<file path="src/rtl/qam_frame_sequencer_if.sv">
// rtl/qam_frame_sequencer_if.sv - command, byte and symbol handshake bundle for the QAM frame sequencer
interface qam_frame_sequencer_if #(
  parameter int LEN_W = 8
);
  logic             start;
  logic [LEN_W-1:0] frame_len;
  logic [7:0]       in_data;
  logic             in_valid;
  logic             in_ready;
  logic [1:0]       sym_idx;
  logic             sym_valid;
  logic             sym_ready;
  logic             sym_is_preamble;
  logic             busy;
  logic             done;

  modport master (
    output start, frame_len, in_data, in_valid, sym_ready,
    input  in_ready, sym_idx, sym_valid, sym_is_preamble, busy, done
  );

  modport slave (
    input  start, frame_len, in_data, in_valid, sym_ready,
    output in_ready, sym_idx, sym_valid, sym_is_preamble, busy, done
  );
endinterface

</file>
<file path="src/rtl/qam_frame_sequencer.sv">
// rtl/qam_frame_sequencer.sv - frame controller: preamble, byte-to-symbol split, guard gap
module qam_frame_sequencer #(
  parameter int PREAMBLE_LEN = 8,
  parameter int GAP_LEN      = 4,
  parameter int LEN_W        = 8
) (
  input logic                  clk,
  input logic                  rst_n,
  qam_frame_sequencer_if.slave bus
);
  typedef enum logic [1:0] {IDLE, PREAMBLE, PAYLOAD, GAP} state_t;

  localparam logic [7:0] PRE_LAST = 8'(PREAMBLE_LEN - 1);
  localparam logic [7:0] GAP_LAST = 8'(GAP_LEN - 1);

  state_t           state;
  logic [7:0]       pre_cnt;
  logic [7:0]       gap_cnt;
  logic [LEN_W-1:0] bytes_left;
  logic [7:0]       byte_buf;
  logic             buf_full;
  logic [1:0]       k;
  logic [1:0]       sym_idx;
  logic             sym_valid;
  logic             sym_is_preamble;
  logic             done;
  logic             slot_free;
  logic             in_ready;
  logic             in_fire;

  assign slot_free = !sym_valid || bus.sym_ready;
  assign in_ready  = (state == PAYLOAD) && !buf_full && (bytes_left != '0);
  assign in_fire   = bus.in_valid && in_ready;

  always_ff @(posedge clk or negedge rst_n) begin
    if (!rst_n) begin
      state           <= IDLE;
      pre_cnt         <= '0;
      gap_cnt         <= '0;
      bytes_left      <= '0;
      byte_buf        <= '0;
      buf_full        <= 1'b0;
      k               <= '0;
      sym_idx         <= '0;
      sym_valid       <= 1'b0;
      sym_is_preamble <= 1'b0;
      done            <= 1'b0;
    end else begin
      done <= 1'b0;
      // A free slot with nothing new to load becomes a bubble; loads below override this.
      if (slot_free) sym_valid <= 1'b0;

      case (state)
        IDLE: begin
          if (bus.start) begin
            // The first preamble symbol is loaded on the accepting edge to meet one-cycle latency.
            bytes_left      <= bus.frame_len;
            buf_full        <= 1'b0;
            k               <= '0;
            gap_cnt         <= '0;
            pre_cnt         <= 8'd1;
            sym_idx         <= 2'd0;
            sym_valid       <= 1'b1;
            sym_is_preamble <= 1'b1;
            state           <= (PRE_LAST == 8'd0) ? PAYLOAD : PREAMBLE;
          end
        end

        PREAMBLE: begin
          if (slot_free) begin
            sym_idx         <= {pre_cnt[0], 1'b0};
            sym_valid       <= 1'b1;
            sym_is_preamble <= 1'b1;
            pre_cnt         <= pre_cnt + 8'd1;
            if (pre_cnt == PRE_LAST) state <= PAYLOAD;
          end
        end

        PAYLOAD: begin
          if (in_fire) begin
            byte_buf   <= bus.in_data;
            buf_full   <= 1'b1;
            bytes_left <= bytes_left - 1'b1;
            k          <= '0;
          end
          if (buf_full && slot_free) begin
            sym_idx         <= byte_buf[{k, 1'b0} +: 2];
            sym_valid       <= 1'b1;
            sym_is_preamble <= 1'b0;
            k               <= k + 2'd1;
            if (k == 2'd3) buf_full <= 1'b0;
          end else if ((bytes_left == '0) && !buf_full && slot_free) begin
            state   <= GAP;
            gap_cnt <= '0;
          end
        end

        GAP: begin
          if (gap_cnt == GAP_LAST) begin
            state <= IDLE;
            done  <= 1'b1;
          end else begin
            gap_cnt <= gap_cnt + 8'd1;
          end
        end

        default: state <= IDLE;
      endcase
    end
  end

  assign bus.in_ready        = in_ready;
  assign bus.sym_idx         = sym_idx;
  assign bus.sym_valid       = sym_valid;
  assign bus.sym_is_preamble = sym_is_preamble;
  assign bus.busy            = (state != IDLE);
  assign bus.done            = done;
endmodule

</file>
<file path="src/flat_wrapper.sv">
// flat-port wrapper written by rule: the top's interface ports become plain ports
module qam_frame_sequencer_flat 
#(
  parameter int PREAMBLE_LEN = 8,
  parameter int GAP_LEN      = 4,
  parameter int LEN_W        = 8
)
  (clk, rst_n, bus_start, bus_frame_len, bus_in_data, bus_in_valid, bus_sym_ready, bus_in_ready, bus_sym_idx, bus_sym_valid, bus_sym_is_preamble, bus_busy, bus_done);
  qam_frame_sequencer_if #(.LEN_W(LEN_W)) bus_i ();
  input logic clk;
  input logic rst_n;
  input wire logic [$bits(bus_i.start)-1:0] bus_start;
  input wire logic [$bits(bus_i.frame_len)-1:0] bus_frame_len;
  input wire logic [$bits(bus_i.in_data)-1:0] bus_in_data;
  input wire logic [$bits(bus_i.in_valid)-1:0] bus_in_valid;
  input wire logic [$bits(bus_i.sym_ready)-1:0] bus_sym_ready;
  output wire logic [$bits(bus_i.in_ready)-1:0] bus_in_ready;
  output wire logic [$bits(bus_i.sym_idx)-1:0] bus_sym_idx;
  output wire logic [$bits(bus_i.sym_valid)-1:0] bus_sym_valid;
  output wire logic [$bits(bus_i.sym_is_preamble)-1:0] bus_sym_is_preamble;
  output wire logic [$bits(bus_i.busy)-1:0] bus_busy;
  output wire logic [$bits(bus_i.done)-1:0] bus_done;
  assign bus_i.start = bus_start;
  assign bus_i.frame_len = bus_frame_len;
  assign bus_i.in_data = bus_in_data;
  assign bus_i.in_valid = bus_in_valid;
  assign bus_i.sym_ready = bus_sym_ready;
  assign bus_in_ready = bus_i.in_ready;
  assign bus_sym_idx = bus_i.sym_idx;
  assign bus_sym_valid = bus_i.sym_valid;
  assign bus_sym_is_preamble = bus_i.sym_is_preamble;
  assign bus_busy = bus_i.busy;
  assign bus_done = bus_i.done;
  qam_frame_sequencer #(.PREAMBLE_LEN(PREAMBLE_LEN), .GAP_LEN(GAP_LEN), .LEN_W(LEN_W)) u_core (.clk(clk), .rst_n(rst_n), .bus(bus_i));
endmodule
</file>
<file path="config.mk">
export PLATFORM = sky130hd
export DESIGN_NAME = qam_frame_sequencer_flat
export DESIGN_NICKNAME = d
export VERILOG_FILES = /design/src/rtl/qam_frame_sequencer_if.sv /design/src/rtl/qam_frame_sequencer.sv /design/src/flat_wrapper.sv
export SDC_FILE = /design/constraint.sdc
export NUM_CORES = 1
export LEC_CHECK = 0
export CAP_MARGIN = 20
export CELL_PAD_IN_SITES_DETAIL_PLACEMENT = 0
export CELL_PAD_IN_SITES_GLOBAL_PLACEMENT = 2
export CORE_ASPECT_RATIO = 2
export CORE_MARGIN = 2
export CORE_UTILIZATION = 44
export CTS_CLUSTER_SIZE = 40
export DETAILED_ROUTE_END_ITERATION = 12
export DONT_BUFFER_PORTS = 1
export GPL_TIMING_DRIVEN = 0
export PLACE_DENSITY = 0.83
export SLEW_MARGIN = 15
export SYNTH_ARGS = -nofsm -noshare
export SYNTH_HDL_FRONTEND = slang
export SYNTH_SLANG_ARGS = --single-unit
</file>
<file path="constraint.sdc">
create_clock -name clk -period 3.8 [get_ports clk]
set_input_delay 0.76 -clock clk [delete_from_list [all_inputs] [get_ports clk]]
set_output_delay 0.76 -clock clk [all_outputs]
set_load 0.02 [all_outputs]
</file>
==> results.yml, run 1 <==
outcome:
  outcome: "complete, no violations"
synth:
  ys.flop_type: "dfrtp_1"
  synthTopCellsByCount: "dfrtp_1, inv_1, nor3_1, nor2_1, nand2_1"
  synth_async_sr_flop_share: 1.00
  synth_edf_count: 0
  synth_seq_cells: 42
  synth.most_common_cell: "dfrtp_1"
  yosysSeqAreaShare: 0.427
  synth_nets: 270
  syn_area_per_cell_sq_um: 10.2
  ys_warn_count: 0
  synthCells: 240
  synth.area.top_cells: "dfrtp_1, ha_1, mux2_2"
  ys_types: 54
  synth.top_cell.area_share: 0.427
  syn-cell-area_sq_mm: 0.00246
  synth_area_leader_cell: "dfrtp_1"
timing:
  tightest_slew_ps: 1010
  relSlewSlack: 0.325
  rsz0062_at_grt: "false"
  fin_crit_sh: 0.716
  hold_viol_final: 0
  slew_violations: 0
  setup_viol: 0
  setup_tns_ps: 0
  fmax_ghz: 0.368
  skew_ps: 9.96
  layout_min_cycle_time_ps: 2720
clocking:
  cts_num_sinks: 42
  insertion_delay_ps: 310
  root_buffer: "clkbuf_8"
  clockBufferDepth: 2
  cts_htree_levels: 2
  cts_buffers: 5
  cts_resized: 0
  postCtsSetupBuffers: 0
  tritoncts: "built"
  cts.clk_slew.worst_paths_ps: 80
  cts_hold_buf: 0
die:
  fp.dieW_um: 56.9
  placementRows: 38
  core_area_sq_mm: 0.00542
  num_io_pins: 28
  start_util: 0.454
  die_area_sq_mm: 0.00624
  die_h_um: 110
routing:
  via_count: 1899
  drt_wl_total_um: 5840
  drc: 0
  first_iter_violations: 70
  viasPerCell: 6.17
  ant_nets: 0
  first_pass_iters: 4
  wl_per_cell_um: 19.0
finish:
  area_growth_pct: 7.48
  stdcell_count: 308
  diodes: 0
  fin_nets: 277
  regArea_sq_mm: 0.00105
  drive_above_1_share: 0.137
  n_fill_cell: 546
  multi_input_area_sq_mm: 0.00128
worst_setup_path:
  path_cells: "inv_1 > ha_1 > buf_6 > inv_1 > clkbuf_1 > nor2_1"
  required_ps: 3040
  worstPathMaxFanout: 10
  critical_path.max_stage_delay_ps: 460
  critPathLaunchType: "flip-flop"
  cp.buffers_inverters: 4
  timing.critical_path.max_delay_family: "buffers and inverters"
  cp_common_cell: "inv_1"
  path_class: "reg2out"
  worst_setup_path_end_kind: "output pin"
  arrival_ps: 1960
  worst_path_max_delay_cell: "clkbuf_1"
power:
  irDropWorstVdd_mv: 0.467
  p_per_area_mw_per_mm2: 841
  p_leak_nw: 1.10
placement:
  dp.final_hpwl_um: 4360
  io_buffers: 0
  dp.cells: 300
  gp_congestion: 0.780
global_route:
  use_met3: 0.0471
  antenna_found_initial: 0
  grtUsageTotal: 0.208
  met2_usage: 0.390
  gr-usage-met1: 0.212
  grt_pass1_wl_um: 9750
  grt-busiest-layer: "met2"
  grt_overflow: 0
  grt_max_degree: 43
  grt_pass1_vias: 1939
min_path:
  worstHoldPathType: "in2async"
run:
  maxCapViolations: 0
==> flip-flops by register name, indices dropped and copies added (netlist names), 2 cells and up <==
| name | flops |
|---|---|
| u_core.gap_cnt | 8 |
| u_core.k | 2 |
| u_core.state | 2 |
| u_core.pre_cnt | 8 |
| u_core.bytes_left | 8 |
| u_core.bus.sym_idx | 2 |
| u_core.byte_buf | 8 |
==> cells by family (layout without fill, tap and decap cells) <==
family,Yosys count,in the layout,share of synthesized area
AOI/OAI and AO/OA,50,50,0.159
xor gates and xnor gates,6,6,0.0214
adders and majority gates,9,9,0.0458
buffers and inverters,26,34,0.0529
DFF,42,42,0.427
muxes,19,19,0.0926
and+or+nand+nor,88,88,0.201
==> power breakdown <==
group	internal (mW)	total [mW]	switching (mW)
Combinational	0.471	1.08	0.606
Clock	0.194	0.359	0.165
Sequential	0.612	0.787	0.175
==> final timing paths <==
check | from | to | slack, ps | depth (start not counted)
worst max-delay path | u_core.state[0] | bus_in_ready | 1080 | 6
worst min-delay path | rst_n | u_core.bytes_left[2] | 130 | 0
worst max register to register | u_core.state[0] | u_core.gap_cnt[1] | 1280 | 8
min in group clk | u_core.byte_buf[5] | u_core.byte_buf[5] | 510 | 1
max in group asynchronous | rst_n | u_core.gap_cnt[4] | 3570 | 0
worst min register to register | u_core.byte_buf[5] | u_core.byte_buf[5] | 510 | 1
==> area by class of cell <==
class | count | share of cell area
multi-input combinational | 172 | 0.483
sequential | 42 | 0.398
tap | 60 | 0.0284
buffer | 11 | 0.0279
clock buffer | 5 | 0.0260
inverter | 15 | 0.0213
clock inverter | 3 | 0.0152
==> placed cells by master (no fill, tap or decap), types with 3 or more instances in the layout <==
cell,instances
a21oi_1,6
dfrtp_1,42
a32o_1,4
o21ai_0,12
ha_1,9
clkbuf_8,5
nor2_1,14
nor4_1,4
nor3_1,15
o32ai_1,3
xnor2_1,6
inv_1,15
a31oi_1,3
mux2i_1,7
nor4b_1,3
mux2_2,10
nand3_1,9
nand2_1,13
buf_6,3
nand2b_1,3
nand4_1,4
o211ai_1,3
clkbuf_1,4
or3_1,4
==> metal layers <==
layer | share of wire | vias up
li1 | - | 911
met1 | 0.37 | 928
met2 | 0.56 | 42
met3 | 0.036 | 18
met4 | 0.032 | 0
met5 | 0 | -
==> stage by stage <==
stage / power (mW) / utilization / hold slack [ps] / area, sq um / worst slack (ps)
after global placement: 1.87 / 0.467 / 465 / 2530 / 1300
final: 2.22 / 0.488 / 132 / 2640 / 1080
after detailed placement: 1.88 / 0.467 / 465 / 2530 / 1320
after CTS: 2.24 / 0.488 / 121 / 2640 / 1070
after global routing: 2.41 / 0.488 / 110 / 2640 / 975
after floorplan: 1.61 / - / 464 / 2460 / 1680
No activity file was read; power rests on OpenSTA's default activity.
==> run 2, diff against run 1 <==
--- a/config.mk
+++ b/config.mk
@@ -10,12 +10,12 @@
 export CELL_PAD_IN_SITES_GLOBAL_PLACEMENT = 2
 export CORE_ASPECT_RATIO = 2
 export CORE_MARGIN = 2
-export CORE_UTILIZATION = 44
+export CORE_UTILIZATION = 37
 export CTS_CLUSTER_SIZE = 40
 export DETAILED_ROUTE_END_ITERATION = 12
 export DONT_BUFFER_PORTS = 1
 export GPL_TIMING_DRIVEN = 0
-export PLACE_DENSITY = 0.83
+export PLACE_DENSITY = 0.75
 export SLEW_MARGIN = 15
 export SYNTH_ARGS = -nofsm -noshare
 export SYNTH_HDL_FRONTEND = slang
==> constraint.sdc (replaced) <==
create_clock -name clk -period 2.2 [get_ports clk]
set_input_delay 0.44 -clock clk [delete_from_list [all_inputs] [get_ports clk]]
set_output_delay 0.44 -clock clk [all_outputs]
set_load 0.02 [all_outputs]
==> results.yml, run 2 (synthesized netlist as in run 1, its figures left out) <==
finish:
  mostFrequentLayoutCells: "dfrtp_1, nor3_1, inv_1, nand2_1, nor2_1"
  diodes: 0
  n_fill_cell: 655
  area_growth_pct: 18.2
  fin_util: 0.446
  multi_input_area_sq_mm: 0.00133
  drive_above_1_share: 0.200
  regArea_sq_mm: 0.00105
  fin_nets: 284
  mostFrequentLayoutCell: "dfrtp_1"
  stdcell_count: 343
worst_setup_path:
  path_class: "reg2reg"
  path_cells: "inv_2 > ha_1 > or4b_4 > o41ai_4 > buf_6 > buf_4 > nand3_1 > a32o_1"
  worst_setup_path_end_kind: "flip-flop"
  critPathLaunchType: "flip-flop"
  worst_path_max_delay_cell: "or4b_4"
  worstPathMaxFanout: 6
  arrival_ps: 2290
  cp.buffers_inverters: 3
  required_ps: 2370
  timing.critical_path.max_delay_family: "simple AND/OR/NAND/NOR gates"
  critical_path.max_stage_delay_ps: 520
power:
  irDropWorstVdd_mv: 0.673
  p_per_area_mw_per_mm2: 1510
  total_power_mw: 4.38
  p_leak_nw: 1.20
placement:
  gp_congestion: 0.807
  io_buffers: 0
  dp.cells: 328
  dp.final_hpwl_um: 4110
timing:
  tightest_slew_ps: 708
  hold_viol_final: 0
  skew_ps: 5.27
  setup_viol: 0
  rsz0062_at_grt: "true"
  fmax_ghz: 0.472
  layout_min_cycle_time_ps: 2120
  fin_crit_sh: 0.964
  slew_violations: 0
  setup_tns_ps: 0
  relSlewSlack: 0.515
die:
  die_area_sq_mm: 0.00735
  num_io_pins: 28
  core_area_sq_mm: 0.00652
  die_h_um: 119
  fp.dieW_um: 61.6
  placementRows: 42
  start_util: 0.377
routing:
  drt_wl_total_um: 5680
  viasPerCell: 5.64
  via_count: 1933
  first_iter_violations: 72
  ant_nets: 0
  first_pass_iters: 4
  drc: 0
  wl_per_cell_um: 16.5
outcome:
  outcome: "complete, no violations"
global_route:
  grt_pass1_vias: 1951
  grt_pass1_wl_um: 9490
  antenna_found_initial: 0
  grtUsageTotal: 0.171
  grt_overflow: 0
  grt_max_degree: 43
clocking:
  cts_htree_levels: 2
  root_buffer: "clkbuf_16"
  cts_num_sinks: 42
  cts_buffers: 5
  insertion_delay_ps: 280
  tritoncts: "built"
  clockBufferDepth: 2
  cts.clk_slew.worst_paths_ps: 60
run:
  maxCapViolations: 0
min_path:
  worstHoldPathType: "in2reg"
run 2: cell count changes in the layout (fill, tap and decap cells not counted), moves of 2 or more:
| cell | delta |
|---|---|
| nor4b_2 | +2 |
| inv_2 | +2 |
| clkinv_2 | -2 |
| clkbuf_1 | -2 |
| clkbuf_16 | +5 |
| buf_4 | +4 |
| inv_1 | -2 |
| clkbuf_8 | -4 |
| nor4b_1 | -2 |
run 2: per-stage QoR:
step | setup WS [ps] | area, sq um | hold slack (ps)
detailed placement | -342 | 2570 | 146
global route | -17.9 | 2910 | 303
floorplan | 99.2 | 2460 | 144
finish | 79.6 | 2910 | 307
CTS | 1.05 | 2850 | 3.68
global placement | -245 | 2570 | 146
run 2: repair_timing:
action,4_1_cts,5_1_grt
hold buffers,1,1
endpoints found under the hold margin,42,1
resized for setup,7,12
endpoints found under the setup margin,11,26
pin swaps,1,1
buffers inserted,4,1
cloned,0,0
run 2: path summary, 6_finish.rpt:
path / cells past startpoint / end / slack, ps / startpoint
worst max-delay path: 8 / u_core.gap_cnt[5] / 80 / u_core.bytes_left[0]
worst min-delay path: 1 / u_core.byte_buf[3] / 310 / bus_in_data[3]
worst max register to register: 8 / u_core.gap_cnt[5] / 80 / u_core.bytes_left[0]
worst min register to register: 1 / u_core.byte_buf[3] / 500 / u_core.byte_buf[3]
max in group asynchronous: 2 / u_core.state[1] / 1330 / rst_n
min in group asynchronous: 2 / u_core.pre_cnt[0] / 670 / rst_n
run 2: per-layer routing:
layer  wire [um]  GRT usage
met1        2560      0.225
met2        2770      0.267
met3         244     0.0380
met4         104     0.0652
met5           0          0
run 2: final cells by class:
type	count	area share
flip-flops and latches	42	0.362
inverters	15	0.0194
clock inverters	2	0.0207
multi-input cells	172	0.459
repair buffers	7	0.0271
well taps	88	0.0379
plain buffers	11	0.0263
clock buffers	6	0.0478
run 2: where the power goes:
group / internal, mW / switching, mW / total, mW
Sequential: 1.06 / 0.299 / 1.36
Combinational: 0.935 / 1.10 / 2.04
Clock: 0.681 / 0.298 / 0.979
Total: 2.68 / 1.70 / 4.38
==> run 3, diff against run 2 <==
--- a/config.mk
+++ b/config.mk
@@ -8,7 +8,7 @@
 export CAP_MARGIN = 20
 export CELL_PAD_IN_SITES_DETAIL_PLACEMENT = 0
 export CELL_PAD_IN_SITES_GLOBAL_PLACEMENT = 2
-export CORE_ASPECT_RATIO = 2
+export CORE_ASPECT_RATIO = 1.75
 export CORE_MARGIN = 2
 export CORE_UTILIZATION = 37
 export CTS_CLUSTER_SIZE = 40
==> results.yml, run 3 (synthesized netlist as in run 1, its figures left out) <==
finish:
  mostFrequentLayoutCell: "dfrtp_1"
  fin_nets: 286
  multi_input_area_sq_mm: 0.00136
  drive_above_1_share: 0.226
  regArea_sq_mm: 0.00105
  mostFrequentLayoutCells: "dfrtp_1, nor3_1, inv_1, nand2_1, nor2_1"
  stdcell_count: 339
  fin_util: 0.446
  diodes: 0
  area_growth_pct: 17.8
  n_fill_cell: 638
clocking:
  tritoncts: "built"
  cts_buffers: 5
  root_buffer: "clkbuf_16"
  cts.clk_slew.worst_paths_ps: 60
  clockBufferDepth: 2
  cts_num_sinks: 42
  cts_htree_levels: 2
  insertion_delay_ps: 290
worst_setup_path:
  worst_setup_path_end_kind: "output pin"
  required_ps: 1760
  worstPathMaxFanout: 4
  path_class: "reg2out"
  critPathLaunchType: "flip-flop"
  arrival_ps: 1690
global_route:
  grtUsageTotal: 0.191
  antenna_found_initial: 0
  grt_pass1_vias: 2027
  grt_pass1_wl_um: 10500
  grt_overflow: 0
  grt_max_degree: 43
die:
  num_io_pins: 28
  die_area_sq_mm: 0.00734
  fp.dieW_um: 65.6
  start_util: 0.379
  die_h_um: 112
  core_area_sq_mm: 0.00649
  placementRows: 39
routing:
  ant_nets: 0
  wl_per_cell_um: 18.7
  drt_wl_total_um: 6350
  first_pass_iters: 4
  viasPerCell: 5.62
  drc: 0
  via_count: 1906
  first_iter_violations: 66
power:
  p_leak_nw: 1.19
  p_per_area_mw_per_mm2: 1480
  total_power_mw: 4.27
  irDropWorstVdd_mv: 0.409
timing:
  relSlewSlack: 0.562
  hold_viol_final: 0
  slew_violations: 0
  skew_ps: 7.27
  setup_viol: 0
  fin_crit_sh: 0.967
  worst_slack_ps: 73.7
  layout_min_cycle_time_ps: 2130
  fmax_ghz: 0.470
  holdWs_ps: 292
  tightest_slew_ps: 639
placement:
  dp.cells: 322
  io_buffers: 0
  gp_congestion: 0.815
  dpl_worst_slack_ps: -288
  dp.final_hpwl_um: 4660
min_path:
  worstHoldPathType: "in2reg"
outcome:
  outcome: "complete, no violations"
run:
  maxCapViolations: 0
-- run 3: what timing repair did --
item	CTS	global route
resized for setup	12	15
setup endpoints to repair	24	27
hold endpoints to repair	42	0
buffers inserted	5	3
pin swaps	1	4
hold buffers	2	0
-- run 3: layout make-up --
cell class,instances,share of cell area
flip-flops and latches,42,0.363
inverters,15,0.0194
well taps,82,0.0354
clock buffers,5,0.0432
multi-input cells,172,0.471
plain buffers,10,0.0242
clock inverters,3,0.00735
repair buffers,10,0.0363
-- run 3: worst max-delay path, cell delays in order, from the launching register on --
cell and delay (ps):
dfrtp_1 390, inv_2 90, ha_4 130, or4b_4 510, o21ai_2 180, nor2_4 80
-- run 3: path summary, 6_finish.rpt --
path                            slack (ps)            startpoint                    to  cells past startpoint
worst max-delay path                    70  u_core.bytes_left[0]          bus_in_ready                      5
worst min-delay path                   290        bus_in_data[4]    u_core.byte_buf[4]                      1
worst max register to register          80  u_core.bytes_left[0]  u_core.bytes_left[3]                      7
worst min register to register         500    u_core.byte_buf[4]    u_core.byte_buf[4]                      1
max in group asynchronous             1310                 rst_n     u_core.pre_cnt[2]                      2
min in group asynchronous              690                 rst_n     u_core.gap_cnt[5]                      2
-- run 3: metal layers --
layer  part of all wire  global-route usage  vias to the layer above
li1                   -                   -                      933
met1               0.37               0.190                      940
met2               0.59               0.362                       26
met3              0.028              0.0465                        7
met4              0.016              0.0750                        0
met5                  0                   0                        -
-- run 3: report_power, final --
group          switching [mW]  internal [mW]
logic                    1.19          0.987
registers               0.299           1.06
clock network           0.316          0.420
-- run 3: per-stage QoR --
step,setup TNS [ps],instance area [sq um]
6_report,0,2900
5_1_grt,-11.8,2900
4_1_cts,0,2810
3_5_place_dp,-2630,2560
3_3_place_gp,-2660,2560
2_1_floorplan,0,2460
